[config.mk]
export PLATFORM = sky130hd
export DESIGN_NAME = dmem_if
export DESIGN_NICKNAME = d
export VERILOG_FILES = /design/src/rtl/dmem_if.sv
export SDC_FILE = /design/constraint.sdc
export NUM_CORES = 1
export LEC_CHECK = 0
export CAP_MARGIN = 20
export CORE_MARGIN = 3
export CORE_UTILIZATION = 55
export CTS_BUF_LIST = sky130_fd_sc_hd__clkbuf_4
export DETAILED_ROUTE_END_ITERATION = 8
export DONT_BUFFER_PORTS = 1
export PLACE_DENSITY = 0.76
export RECOVER_POWER = 50
export SYNTH_ARGS = -nofsm -noshare
export SYNTH_HDL_FRONTEND = slang
export SYNTH_SLANG_ARGS = --single-unit
[constraint.sdc]
create_clock -name clk -period 5.05 [get_ports clk]
set_clock_uncertainty 0.05 [all_clocks]
set_input_delay 0.2525 -clock clk [delete_from_list [all_inputs] [get_ports clk]]
set_output_delay 0.2525 -clock clk [all_outputs]
set_load 0.05 [all_outputs]
[src/rtl/dmem_if.sv]
// Data-memory bus interface behind the mem stage: it runs each load/store
// as a registered req/ack transaction and stalls the pipeline until it ends.
// Optional feature macro: DMEM_TIMEOUT_EN (abort a BUS wait after
// TIMEOUT_CYCLES cycles with no ack/err).
// Ports:
//   clk, rst (async, active-low)
//   req_read_i/req_write_i/req_addr_i/req_wdata_i/req_funct3_i : request
//   stall_o, misalign_o                : combinational status
//   rdata_o, rdata_valid_o, bus_err_o  : registered response
//   bus_req_o/we/addr/be/wdata         : registered bus drive
//   bus_ack_i/bus_rdata_i/bus_err_i    : bus response
module dmem_if #(
    parameter int unsigned TIMEOUT_CYCLES = 255
) (
    input  logic        clk,
    input  logic        rst,
    input  logic        req_read_i,
    input  logic        req_write_i,
    input  logic [31:0] req_addr_i,
    input  logic [31:0] req_wdata_i,
    input  logic [2:0]  req_funct3_i,
    output logic        stall_o,
    output logic [31:0] rdata_o,
    output logic        rdata_valid_o,
    output logic        misalign_o,
    output logic        bus_err_o,
    output logic        bus_req_o,
    output logic        bus_we_o,
    output logic [31:0] bus_addr_o,
    output logic [3:0]  bus_be_o,
    output logic [31:0] bus_wdata_o,
    input  logic        bus_ack_i,
    input  logic [31:0] bus_rdata_i,
    input  logic        bus_err_i
);

    typedef enum logic [1:0] {
        IDLE = 2'd0,
        BUS  = 2'd1,
        RESP = 2'd2
    } state_t;

    state_t      state_q;
    state_t      state_d;

    logic        req_valid;
    logic        req_ok;
    logic        req_illegal;
    logic [3:0]  req_be;
    logic [31:0] req_wdat;
    logic        accept;

    logic [2:0]  f3_q;
    logic [1:0]  off_q;
    logic [31:0] lane;
    logic [31:0] load_data;

    logic        tmo_hit;
    logic        bus_done;
    logic        bus_fail;

    assign req_valid = req_read_i | req_write_i;

    // Loads allow funct3 0,1,2,4,5; stores only 0,1,2.
    assign req_illegal = req_write_i ? req_funct3_i[2]
                                     : (req_funct3_i[2] & req_funct3_i[1]);

    always_comb begin
        req_ok   = 1'b0;
        req_be   = 4'b0000;
        req_wdat = req_wdata_i;
        unique case (req_funct3_i[1:0])
            2'd0: begin
                req_ok   = 1'b1;
                req_be   = 4'b0001 << req_addr_i[1:0];
                req_wdat = {4{req_wdata_i[7:0]}};
            end
            2'd1: begin
                req_ok   = ~req_addr_i[0];
                req_be   = 4'b0011 << {req_addr_i[1], 1'b0};
                req_wdat = {2{req_wdata_i[15:0]}};
            end
            2'd2: begin
                req_ok   = (req_addr_i[1:0] == 2'b00);
                req_be   = 4'b1111;
            end
            default: begin
                req_ok   = 1'b0;
            end
        endcase
        if (req_illegal) begin
            req_ok = 1'b0;
        end
    end

    assign accept = (state_q == IDLE) & req_valid & req_ok;

    // Gated by rst so a request held during reset shows neither flag.
    assign stall_o    = rst & ((state_q == BUS) | accept);
    assign misalign_o = rst & (state_q == IDLE) & req_valid & ~req_ok;

`ifdef DMEM_TIMEOUT_EN
    localparam int unsigned CW = $clog2(TIMEOUT_CYCLES + 1);
    localparam logic [CW-1:0] LIMIT = CW'(TIMEOUT_CYCLES - 1);

    logic [CW-1:0] cnt_q;

    always_ff @(posedge clk or negedge rst) begin
        if (!rst) begin
            cnt_q <= '0;
        end else if (accept) begin
            cnt_q <= '0;
        end else if (state_q == BUS) begin
            cnt_q <= cnt_q + CW'(1);
        end
    end

    // The counter reaches the limit at the end of this cycle; a
    // same-cycle ack or err takes precedence.
    assign tmo_hit = (state_q == BUS) & ~bus_ack_i & ~bus_err_i
                   & (cnt_q == LIMIT);
`else
    logic unused_tmo;
    assign unused_tmo = (TIMEOUT_CYCLES == 0);
    assign tmo_hit    = 1'b0;
`endif

    assign bus_done = bus_ack_i | bus_err_i | tmo_hit;
    assign bus_fail = bus_err_i | tmo_hit;

    // Align the addressed lane to bit 0, then extend by access type.
    always_comb begin
        lane      = bus_rdata_i >> {off_q, 3'b000};
        load_data = lane;
        unique case (f3_q)
            3'd0:    load_data = {{24{lane[7]}}, lane[7:0]};
            3'd1:    load_data = {{16{lane[15]}}, lane[15:0]};
            3'd4:    load_data = {24'd0, lane[7:0]};
            3'd5:    load_data = {16'd0, lane[15:0]};
            default: load_data = lane;
        endcase
    end

    always_ff @(posedge clk or negedge rst) begin
        if (!rst) begin
            state_q <= IDLE;
        end else begin
            state_q <= state_d;
        end
    end

    always_comb begin
        state_d = state_q;
        unique case (state_q)
            IDLE: begin
                if (accept) begin
                    state_d = BUS;
                end
            end
            BUS: begin
                if (bus_done) begin
                    state_d = RESP;
                end
            end
            RESP: begin
                state_d = IDLE;
            end
            default: begin
                state_d = IDLE;
            end
        endcase
    end

    always_ff @(posedge clk or negedge rst) begin
        if (!rst) begin
            bus_req_o     <= 1'b0;
            bus_we_o      <= 1'b0;
            bus_addr_o    <= '0;
            bus_be_o      <= '0;
            bus_wdata_o   <= '0;
            f3_q          <= '0;
            off_q         <= '0;
            rdata_o       <= '0;
            rdata_valid_o <= 1'b0;
            bus_err_o     <= 1'b0;
        end else begin
            rdata_valid_o <= 1'b0;
            bus_err_o     <= 1'b0;
            unique case (state_q)
                IDLE: begin
                    if (accept) begin
                        bus_req_o   <= 1'b1;
                        bus_we_o    <= req_write_i;
                        bus_addr_o  <= {req_addr_i[31:2], 2'b00};
                        bus_be_o    <= req_be;
                        bus_wdata_o <= req_wdat;
                        f3_q        <= req_funct3_i;
                        off_q       <= req_addr_i[1:0];
                    end
                end
                BUS: begin
                    if (bus_done) begin
                        bus_req_o <= 1'b0;
                        if (bus_fail) begin
                            rdata_o   <= '0;
                            bus_err_o <= 1'b1;
                        end else if (!bus_we_o) begin
                            rdata_o       <= load_data;
                            rdata_valid_o <= 1'b1;
                        end
                    end
                end
                default: begin
                end
            endcase
        end
    end

endmodule

After elaboration in Yosys (flattened, before gate mapping)
Index checks and enable logic that the tools add are counted.

storage, ports and cells
  register bits = 109
  bits of input ports = 105
  output and inout port bits = 106
  logic and storage cells = 65

operators by class
  reductions and logical operators = 9
  muxes and demuxes = 21
  shift-type cells = 3
  bitwise operators = 12
  equality and inequality tests = 9

operators with widths
  operator               number
  $pmux W32 S4           1
  $mux W32               2
  $pmux W32 S2           1
  $shr A32 B5 Y32        1
  $pmux W4 S3            1
  $mux W1                11
  $and A1 B1 Y1          7
  $eq A3 B3 Y1 const B   2
  $logic_not A2 Y1       3
  $reduce_and A3 Y1      2
  $eq A2 B1 Y1 const B   2
  $mux W2                2
  $ne A2 B2 Y1 const B   2
  $pmux W2 S2            1
  $reduce_and A2 Y1      2
  $shl A1 B2 Y4 const A  1
  $shl A2 B2 Y4 const A  1
  $eq A3 B1 Y1 const B   1
  $logic_not A3 Y1       1
  $or A1 B1 Y1           3
  $pmux W1 S3            1
  $eq A2 B2 Y1 const B   1
  $ne A2 B1 Y1 const B   1
  $not A1 Y1             2
  other kinds (2)        2

Depth between registers and ports, before layout
Gate-level depths: netlist (run 1).

  word-level depth = 6
  gate-level depth with buffers = 7
  mapped depth without buffers = 5

Least setup slack after synthesis (run 1)
Ideal clock, no wire load.

  kind = input port to output port
  start = in req_funct3_i[0]
  end = out stall_o
  required time = 4748 ps
  path slack = 2715 ps
  buffers on the path = 3
  stages on the path = 6
  arrival = 2033 ps
  cells stage by stage = buf_2 > nor4_2 > o221ai_2 > buf_2 > clkbuf_1 > a21boi_1

on the way
  cells in the longest elaborated chain, start to end = 6
  elaborated cells between the ends (all ways) = 8
  classes of those cells = eq/ne (2); mux (2); bitwise (3); reduce/logical (1)

ends and longest elaborated chain
  what                                        RTL line  text
  start: declaration                          21        input logic [2:0] req_funct3_i,
  $eq A2 B2 Y1, or another cell as far along  72        unique case (req_funct3_i[1:0])
  $pmux W1 S3 *                               72
  $mux W1 *                                   91        if (req_illegal) begin
  $and A1 B1 Y1 *                             96        assign accept = (state_q == IDLE) & req_valid & req_ok;
  $or A1 B1 Y1 *                              99        assign stall_o = rst & ((state_q == BUS) | accept);
  $and A1 B1 Y1 *                             99
  end: declaration                            22        output logic stall_o,

Every way passes the cells marked *; elsewhere a longest branch is shown, timed or not.

Worst setup path in the final report (run 1)
  start = reg state_q[0]
  end = reg bus_addr_o[7]

on the way
  cells in the longest elaborated chain, start to end = 4

ends and longest elaborated chain
  what                                  RTL line  text
  start: declaration                    43        state_t state_q;
  start signal: assignment              148       state_q <= state_d;
  $logic_not A2 Y1 *                    96, 189
  $and A1 B1 Y1 (2 in series)           96
  $reduce_and A2 Y1 (no source line) *  n/a
  end signal: assignment                194       bus_addr_o <= {req_addr_i[31:2], 2'b00};
  end: declaration                      29        output logic [31:0] bus_addr_o,

Marks and branches as above.
A chain may end at the register's enable or synchronous reset.

==> qor.yml, run 1 <==
die:
  die_h_um: 101
  core_area_mm2: 0.00876
  rows: 34
  die-area_mm2: 0.0102
  die_x_um: 101
  initial_core_util: 0.567
  io_pins: 211
clock_tree:
  cts_setup_buffers: 0
  htree_levels: 3
  clock_latency_ps: 430
  ctsResizeCount: 0
  cts.sinks: 109
  cts_buffer_depth: 2
  clk_transition_reported_paths_ps: 170
  cts_tree: "yes"
  cts-root-buf: "clkbuf_4"
  cts_buffers: 9
timing:
  setup-violations-final: 0
  timing.final.hold_violations: 0
  relSlewSlack: -0.757
  min_period_ps: 3440
  slew_viol_final: 162
  fmax_mhz: 290
  fin_tns_setup_ps: 0
  final.period_utilization: 0.682
  tightest_slew_ps: 2630
  rsz0062_at_grt: "no"
logic_synthesis:
  synth_seq_cells: 109
  ys_types: 37
  synthesis.area_mm2: 0.00497
  synth_top_family_by_area: "multiplexers"
  synth_simple_gate_area_share: 0.0791
  synth_xor_area_frac: 0
  ys.warnings.count: 0
  synth-adder-area-share: 0
  synth_cells: 425
  synth_compound_area_frac: 0.137
  ys_seq_area_frac: 0.549
  synth.mux.area_fraction: 0.199
  avgSynthCellArea_um2: 11.7
cells_and_area:
  finalNetCount: 593
  layout_commonest_cell: "dfrtp_1"
  nFillCells: 676
  diodes: 0
  synthToLayoutAreaGrowth_pct: 18.9
  finalNonFillerCells: 601
  layout-drive-gt1-share: 0.0751
  layout_common_cells: "109 x dfrtp_1, 79 x dlygate4sd3_1, 46 x nand2_1"
outcome:
  status: "finished with violations"
  violations: "max-capacitance violations, max-slew violations"
worst_setup_path:
  cp-start-kind: "register"
  cp_top_family: "buffers and inverters"
  arrival_ps: 3710
  critical_path_class: "register to register"
  endpoint_kind: "register"
  crit_fanout: 53
  cp_num_buf_inv: 2
  worst_ep_required_time_ps: 5320
  slowest_delay_ps: 1570
  crit_slowest_cell: "clkbuf_1"
  path_cells: "nor2_1 -> o221ai_4 -> clkbuf_1 -> buf_4 -> mux2_1"
drt:
  drc_errors: 0
  drtAntennaViolNets: 0
  wirelength_um: 12800
  routed-via-count: 3595
  drt_iter0_drc: 130
  wl_per_cell_um: 21.4
  dr.pass1.iters: 6
  via_per_inst: 5.98
pwr:
  p_sw_frac: 0.526
  p_seq_frac: 0.701
  p_comb_frac: 0.179
  netSwitchingPower_w: 0.00169
  intPower_w: 0.00152
  clockPowerShare: 0.120
  ir_drop_v: 0.000339
  leakagePower_nw: 2.61
  power_density_mw_per_mm2: 543
placement:
  placed_cells: 504
  hpwl_um: 7960
  portBuffers: 0
  place_congestion: 0.802
global_routing:
  grt_max_degree: 110
  grt_pass1_vias: 3851
  grt_util_all_layers: 0.251
  grt_pass1_wl_um: 20000
  overflow: 0
  antenna_found_initial: 0
job:
  cap_violations: 2
min_path:
  hp-class: "primary input to register"
==> synthesized netlist by cell type (all sizes together) <==
cell type | instances | area (um2)
dfrtp | 109 | 2730
o21ai | 53 | 265
mux2 | 51 | 574
nand2 | 46 | 173
mux2i | 39 | 390
buf | 19 | 111
a21oi | 18 | 90.1
nor2 | 18 | 70.1
a221o | 16 | 160
clkbuf | 14 | 52.6
a22o | 8 | 70.1
nand3b | 8 | 60.1
nand2b | 4 | 25.0
inv | 3 | 11.3
o31ai | 3 | 22.5
nor3 | 2 | 21.3
o211ai | 2 | 15.0
a21boi | 1 | 7.51
a21o | 1 | 7.51
a221oi | 1 | 15.0
and2 | 1 | 6.26
conb | 1 | 3.75
mux4 | 1 | 22.5
nor3b | 1 | 12.5
nor4 | 1 | 12.5
o2111a | 1 | 12.5
o221ai | 1 | 15.0
or2 | 1 | 6.26
or3 | 1 | 6.26
==> path summary, 6_finish.rpt <==
| path | startpoint | end | slack (ps) | cells past startpoint |
|---|---|---|---|---|
| max | state_q[0] | bus_addr_o[7] | 1610 | 5 |
| min | req_funct3_i[1] | bus_wdata_o[24] | 40 | 3 |
| max reg2reg | state_q[0] | bus_addr_o[7] | 1610 | 5 |
| min reg2reg | off_q[0] | off_q[0] | 500 | 1 |
| max in group asynchronous | rst | f3_q[1] | 2270 | 2 |
| min in group asynchronous | rst | rdata_o[24] | 1130 | 2 |
==> cell type report <==
cell class | instances | area [um2] | share of cell area
Clock buffer | 10 | 75.1 | 0.0127
Clock inverter | 6 | 40.0 | 0.00678
Inverter | 3 | 11.3 | 0.00191
Multi-Input combinational cell | 281 | 2080 | 0.353
Sequential cell | 109 | 2730 | 0.462
Tap cell | 108 | 135 | 0.0229
Timing Repair Buffer | 84 | 835 | 0.141
==> flip-flops by register name (all words and copies together), names as in the netlist <==
register and cells:
bus_addr_o 30, bus_be_o 4, bus_err_o 1, bus_req_o 1
bus_wdata_o 32, bus_we_o 1, f3_q 3, off_q 2
rdata_o 32, rdata_valid_o 1, state_q 2
==> metrics by stage <==
| stage | hold slack (ps) | utilization | cell area [um2] | worst slack (ps) | total power (W) |
|---|---|---|---|---|---|
| floorplan | -93.1 | - | 4970 | 2710 | 0.00263 |
| global placement | -90.7 | 0.568 | 4980 | 2710 | 0.00273 |
| detailed placement | -90.5 | 0.568 | 4980 | 2650 | 0.00276 |
| CTS | 12.2 | 0.677 | 5930 | 2630 | 0.00322 |
| global route | 13.0 | 0.674 | 5910 | 1320 | 0.00336 |
| finish | 43.1 | 0.674 | 5910 | 1610 | 0.00321 |
==> what timing repair did <==
| action | 4_1_cts | 5_1_grt |
|---|---|---|
| hold buffers | 81 | 0 |
| endpoints found under the setup margin | 0 | 0 |
| hold endpoints to repair | 193 | 0 |
==> worst min-delay path: stages <==
cell and delay, ps:
nor2_1 30, a21oi_1 160, o21ai_1 70
==> power groups by stage <==
stage	Clock (W)	Sequential [W]	Combinational (W)
6_report	0.000385	0.00225	0.000574
5_1_grt	0.000434	0.00228	0.000642
4_1_cts	0.000400	0.00225	0.000575
3_5_place_dp	0	0.00227	0.000498
3_3_place_gp	0	0.00226	0.000474
2_1_floorplan	0	0.00217	0.000463
==> metal layers <==
metal  track usage  routed length (um)  share of wire  up-vias
li1              -                   -              -     1654
met1         0.292                4700           0.37     1756
met2         0.439                6670           0.52      168
met3        0.0893                1260          0.098       17
met4        0.0695                 215          0.017        0
met5             0                   0              0        -
==> logic make-up (layout without fill, tap and decap cells) <==
family	count (synthesis)	count (layout)
flip-flops	109	109
buffers and inverters	36	103
multiplexers	91	91
AO/OA/AOI/OAI	105	105
AND/OR/NAND/NOR	83	83
other	1	2
Note: power is estimated with default switching activity, not from simulation.
==> run 2: changes to the inputs <==
PLACE_DENSITY = 0.79   (was 0.76)
clock period = 2.9 ns   (was 5.05 ns; I/O delays follow)
==> qor.yml, run 2 <==
placement:
  hpwl_um: 7990  # +0.28%
  portBuffers: 0  # unchanged
  place_congestion: 0.809  # +0.86%
clock_tree:
  cts_buffers: 9  # unchanged
  cts_buffer_depth: 2  # unchanged
  ctsResizeCount: 0  # unchanged
  htree_levels: 3  # unchanged
  cts-root-buf: "clkbuf_4"
  cts_setup_buffers: 0  # unchanged
  ctsHoldBuffers: 105  # +30%
  cts.sinks: 109  # unchanged
outcome:
  stop_stage: "clock tree synthesis"
  stop_error: "[ERROR RSZ-0060] Max buffer count reached."
  status: "did not finish"
logic_synthesis:
  yosys-top-cells-count: "109 x dfrtp_1, 46 x nand2_1, 43 x mux2_1"
  ys.flop_type: "dfrtp_1"
  postSynth.asyncResetShare: 1.00  # unchanged
  synth_top_area_share: 0.549  # unchanged
  ys_seq_area_frac: 0.549  # unchanged
  synth_edf_count: 0  # unchanged
  ys.warnings.count: 0  # unchanged
  synth_cells: 425  # unchanged
  post-synth-top-count-cell: "dfrtp_1"
  synthTopCellsByArea: "dfrtp_1 55%, mux2_1 9.7%, mux2i_1 7.9%"
  avgSynthCellArea_um2: 11.7  # unchanged
  synth_seq_cells: 109  # unchanged
  yosys.area.top_type: "dfrtp_1"
  ys_types: 37  # unchanged
  synthesis.area_mm2: 0.00497  # unchanged
die:
  rows: 34  # unchanged
  die_h_um: 101  # unchanged
  initial_core_util: 0.567  # unchanged
  io_pins: 211  # unchanged
  die_x_um: 101  # unchanged
-- run 2: cell counts after synthesis --
No cell type changed its count.
-- run 2: logic make-up after synthesis --
logic type             count (synthesis)  share of synthesized area
muxes                                 91                      0.199
and+or+nand+nor                       83                     0.0791
other                                  1                   0.000755
DFF                                  109                      0.549
buffers and inverters                 36                     0.0353
AOI/OAI and AO/OA                    105                      0.137
-- run 2: metrics by stage --
step / setup slack [ps] / instance area (um2) / instances / util / hold slack (ps)
after detailed placement: 602 / 5000 / 505 / 0.571 / -198
after floorplan: 780 / 4970 / 426 / - / -201
after global placement: 660 / 5000 / 505 / 0.571 / -199
==> run 3: changes to the inputs <==
CORE_UTILIZATION = 40   (was 55)
CTS_BUF_LIST = default   (was sky130_fd_sc_hd__clkbuf_4)
PLACE_DENSITY = default   (was 0.79)
PLACE_DENSITY_LB_ADDON = 0.15   (was default)
clock period = 3.77 ns   (was 2.9 ns; I/O delays follow)
==> qor.yml, run 3 (synthesis gave the netlist of run 1 again) <==
outcome:
  status: "finished, final reports clean"
drt:
  drtAntennaViolNets: 0
  drc_errors: 0
  drt_iter0_drc: 138
  via_per_inst: 5.40
  wl_per_cell_um: 20.3
  routed-via-count: 3568
  wirelength_um: 13400
  dr.pass1.iters: 4
cells_and_area:
  layout-drive-gt1-share: 0.0771
  diodes: 0
  finalNetCount: 593
  nFillCells: 1080
  layout_common_cells: "109 x dfrtp_1, 78 x dlygate4sd3_1, 46 x nand2_1"
  multi_input_area_mm2: 0.00208
  top_regs: "bus_wdata_o: 32 flops, rdata_o: 32 flops, bus_addr_o: 30 flops"
  finalNonFillerCells: 661
  synthToLayoutAreaGrowth_pct: 25.8
  layout_commonest_cell: "dfrtp_1"
  layout.area.seq_mm2: 0.00273
worst_setup_path:
  cp_top_family: "simple AND/OR/NAND/NOR gates"
  critical_path_class: "register to register"
  endpoint_kind: "register"
  cp-start-kind: "register"
  r2r_start: "bus_we_o"
  r2r.worst_path.cells: 5
  r2r-end: "rdata_o[16]"
  cp_num_buf_inv: 1
  r2r_setup_slack_ps: 1450
  path_cells: "nand2b_1 -> or3_1 -> inv_2 -> o2111a_2 -> a221o_1"
  crit_slowest_cell: "dfrtp_1"
  slowest_delay_ps: 580
  worst_ep_required_time_ps: 3990
  crit_fanout: 16
  arrival_ps: 2550
global_routing:
  grt_util_all_layers: 0.193
  overflow: 0
  grt_pass1_wl_um: 21200
  grt_pass1_vias: 3800
  grt_use_met2: 0.335
  grt_max_degree: 110
  grt_util_met1: 0.228
  grt_busiest_layer: "met2"
  grt_util_met3: 0.0622
  antenna_found_initial: 0
timing:
  final.period_utilization: 0.616
  timing.final.hold_violations: 0
  min_period_ps: 2320
  relSlewSlack: 0.267
  tightest_slew_ps: 1100
  setup-violations-final: 0
  slew_viol_final: 0
  fin_tns_setup_ps: 0
  fmax_mhz: 430
  rsz0062_at_grt: "no"
job:
  cap_violations: 0
pwr:
  ir_drop_v: 0.000376
  leakagePower_nw: 2.74
  power_density_mw_per_mm2: 786
  power.total_w: 0.00491
clock_tree:
  clk_transition_reported_paths_ps: 70
  cts_buffer_depth: 2  # unchanged
  ctsHoldBuffers: 79  # -25%
  cts_buffers: 9  # unchanged
  cts-root-buf: "clkbuf_16"
  htree_levels: 3  # unchanged
  clock_latency_ps: 340
  cts_setup_buffers: 0  # unchanged
  cts_tree: "yes"
  cts.sinks: 109  # unchanged
  ctsResizeCount: 0  # unchanged
die:
  core_area_mm2: 0.0121
  die-area_mm2: 0.0138
  io_pins: 211  # unchanged
  initial_core_util: 0.412  # -0.155
  die_x_um: 117  # +16%
  die_h_um: 117  # +16%
  rows: 40  # +18%
min_path:
  holdPathStages: 2
  hp-class: "primary input to register"
  hold_end: "bus_be_o[3]"
  hold_start: "req_funct3_i[1]"
placement:
  place_congestion: 0.796  # -1.6%
  portBuffers: 0  # unchanged
  hpwl_um: 8440  # +5.7%
  placed_cells: 565  # +12%
==> run 3: worst max-delay path by stage <==
stage | to | slack [ps] | from | depth (start not counted)
2_1_floorplan | stall_o | 1560 | req_funct3_i[0] | 6
3_3_place_gp | rdata_o[18] | 1480 | bus_we_o | 5
3_5_place_dp | rdata_o[28] | 1450 | bus_we_o | 5
4_1_cts | state_q[0] | 1400 | state_q[0] | 5
5_1_grt | rdata_o[16] | 1310 | bus_we_o | 5
6_report | rdata_o[16] | 1450 | bus_we_o | 5
==> run 3: area by class of cell <==
type | instances | area share
Sequential cell | 109 | 0.436
Multi-Input combinational cell | 281 | 0.333
Inverter | 3 | 0.00180
Tap cell | 168 | 0.0336
Timing Repair Buffer | 84 | 0.138
Clock inverter | 3 | 0.0144
Clock buffer | 13 | 0.0432
==> run 3: layer usage <==
metal  up-vias  share of wire  wire (um)
met5         -              0          0
li1       1650              -          -
met3        12          0.082       1100
met4         0          0.013        176
met2       139           0.51       6830
met1      1767           0.40       5320
==> run 3: metrics by stage <==
step	worst slack, ps	utilization	area [um2]	hold slack, ps
after floorplan	1560	-	4970	-157
after global placement	1480	0.419	5060	-154
after detailed placement	1450	0.419	5060	-154
after CTS	1400	0.516	6230	0.270
after global routing	1310	0.518	6250	7.79
final	1450	0.518	6250	12.9
==> run 3: power breakdown <==
group	internal, W	switching, W	total (W)
combinational	0.000405	0.000383	0.000789
sequential	0.00150	0.00150	0.00300
clock	0.000705	0.000418	0.00112
==> run 3: worst reg2reg max path: cells and delay by family, from the launching register on <==
family / cells / cell delay, ps
AOI/OAI and AO/OA: 2 / 610
buffers and inverters: 1 / 260
DFF: 1 / 580
and+or+nand+nor: 2 / 750
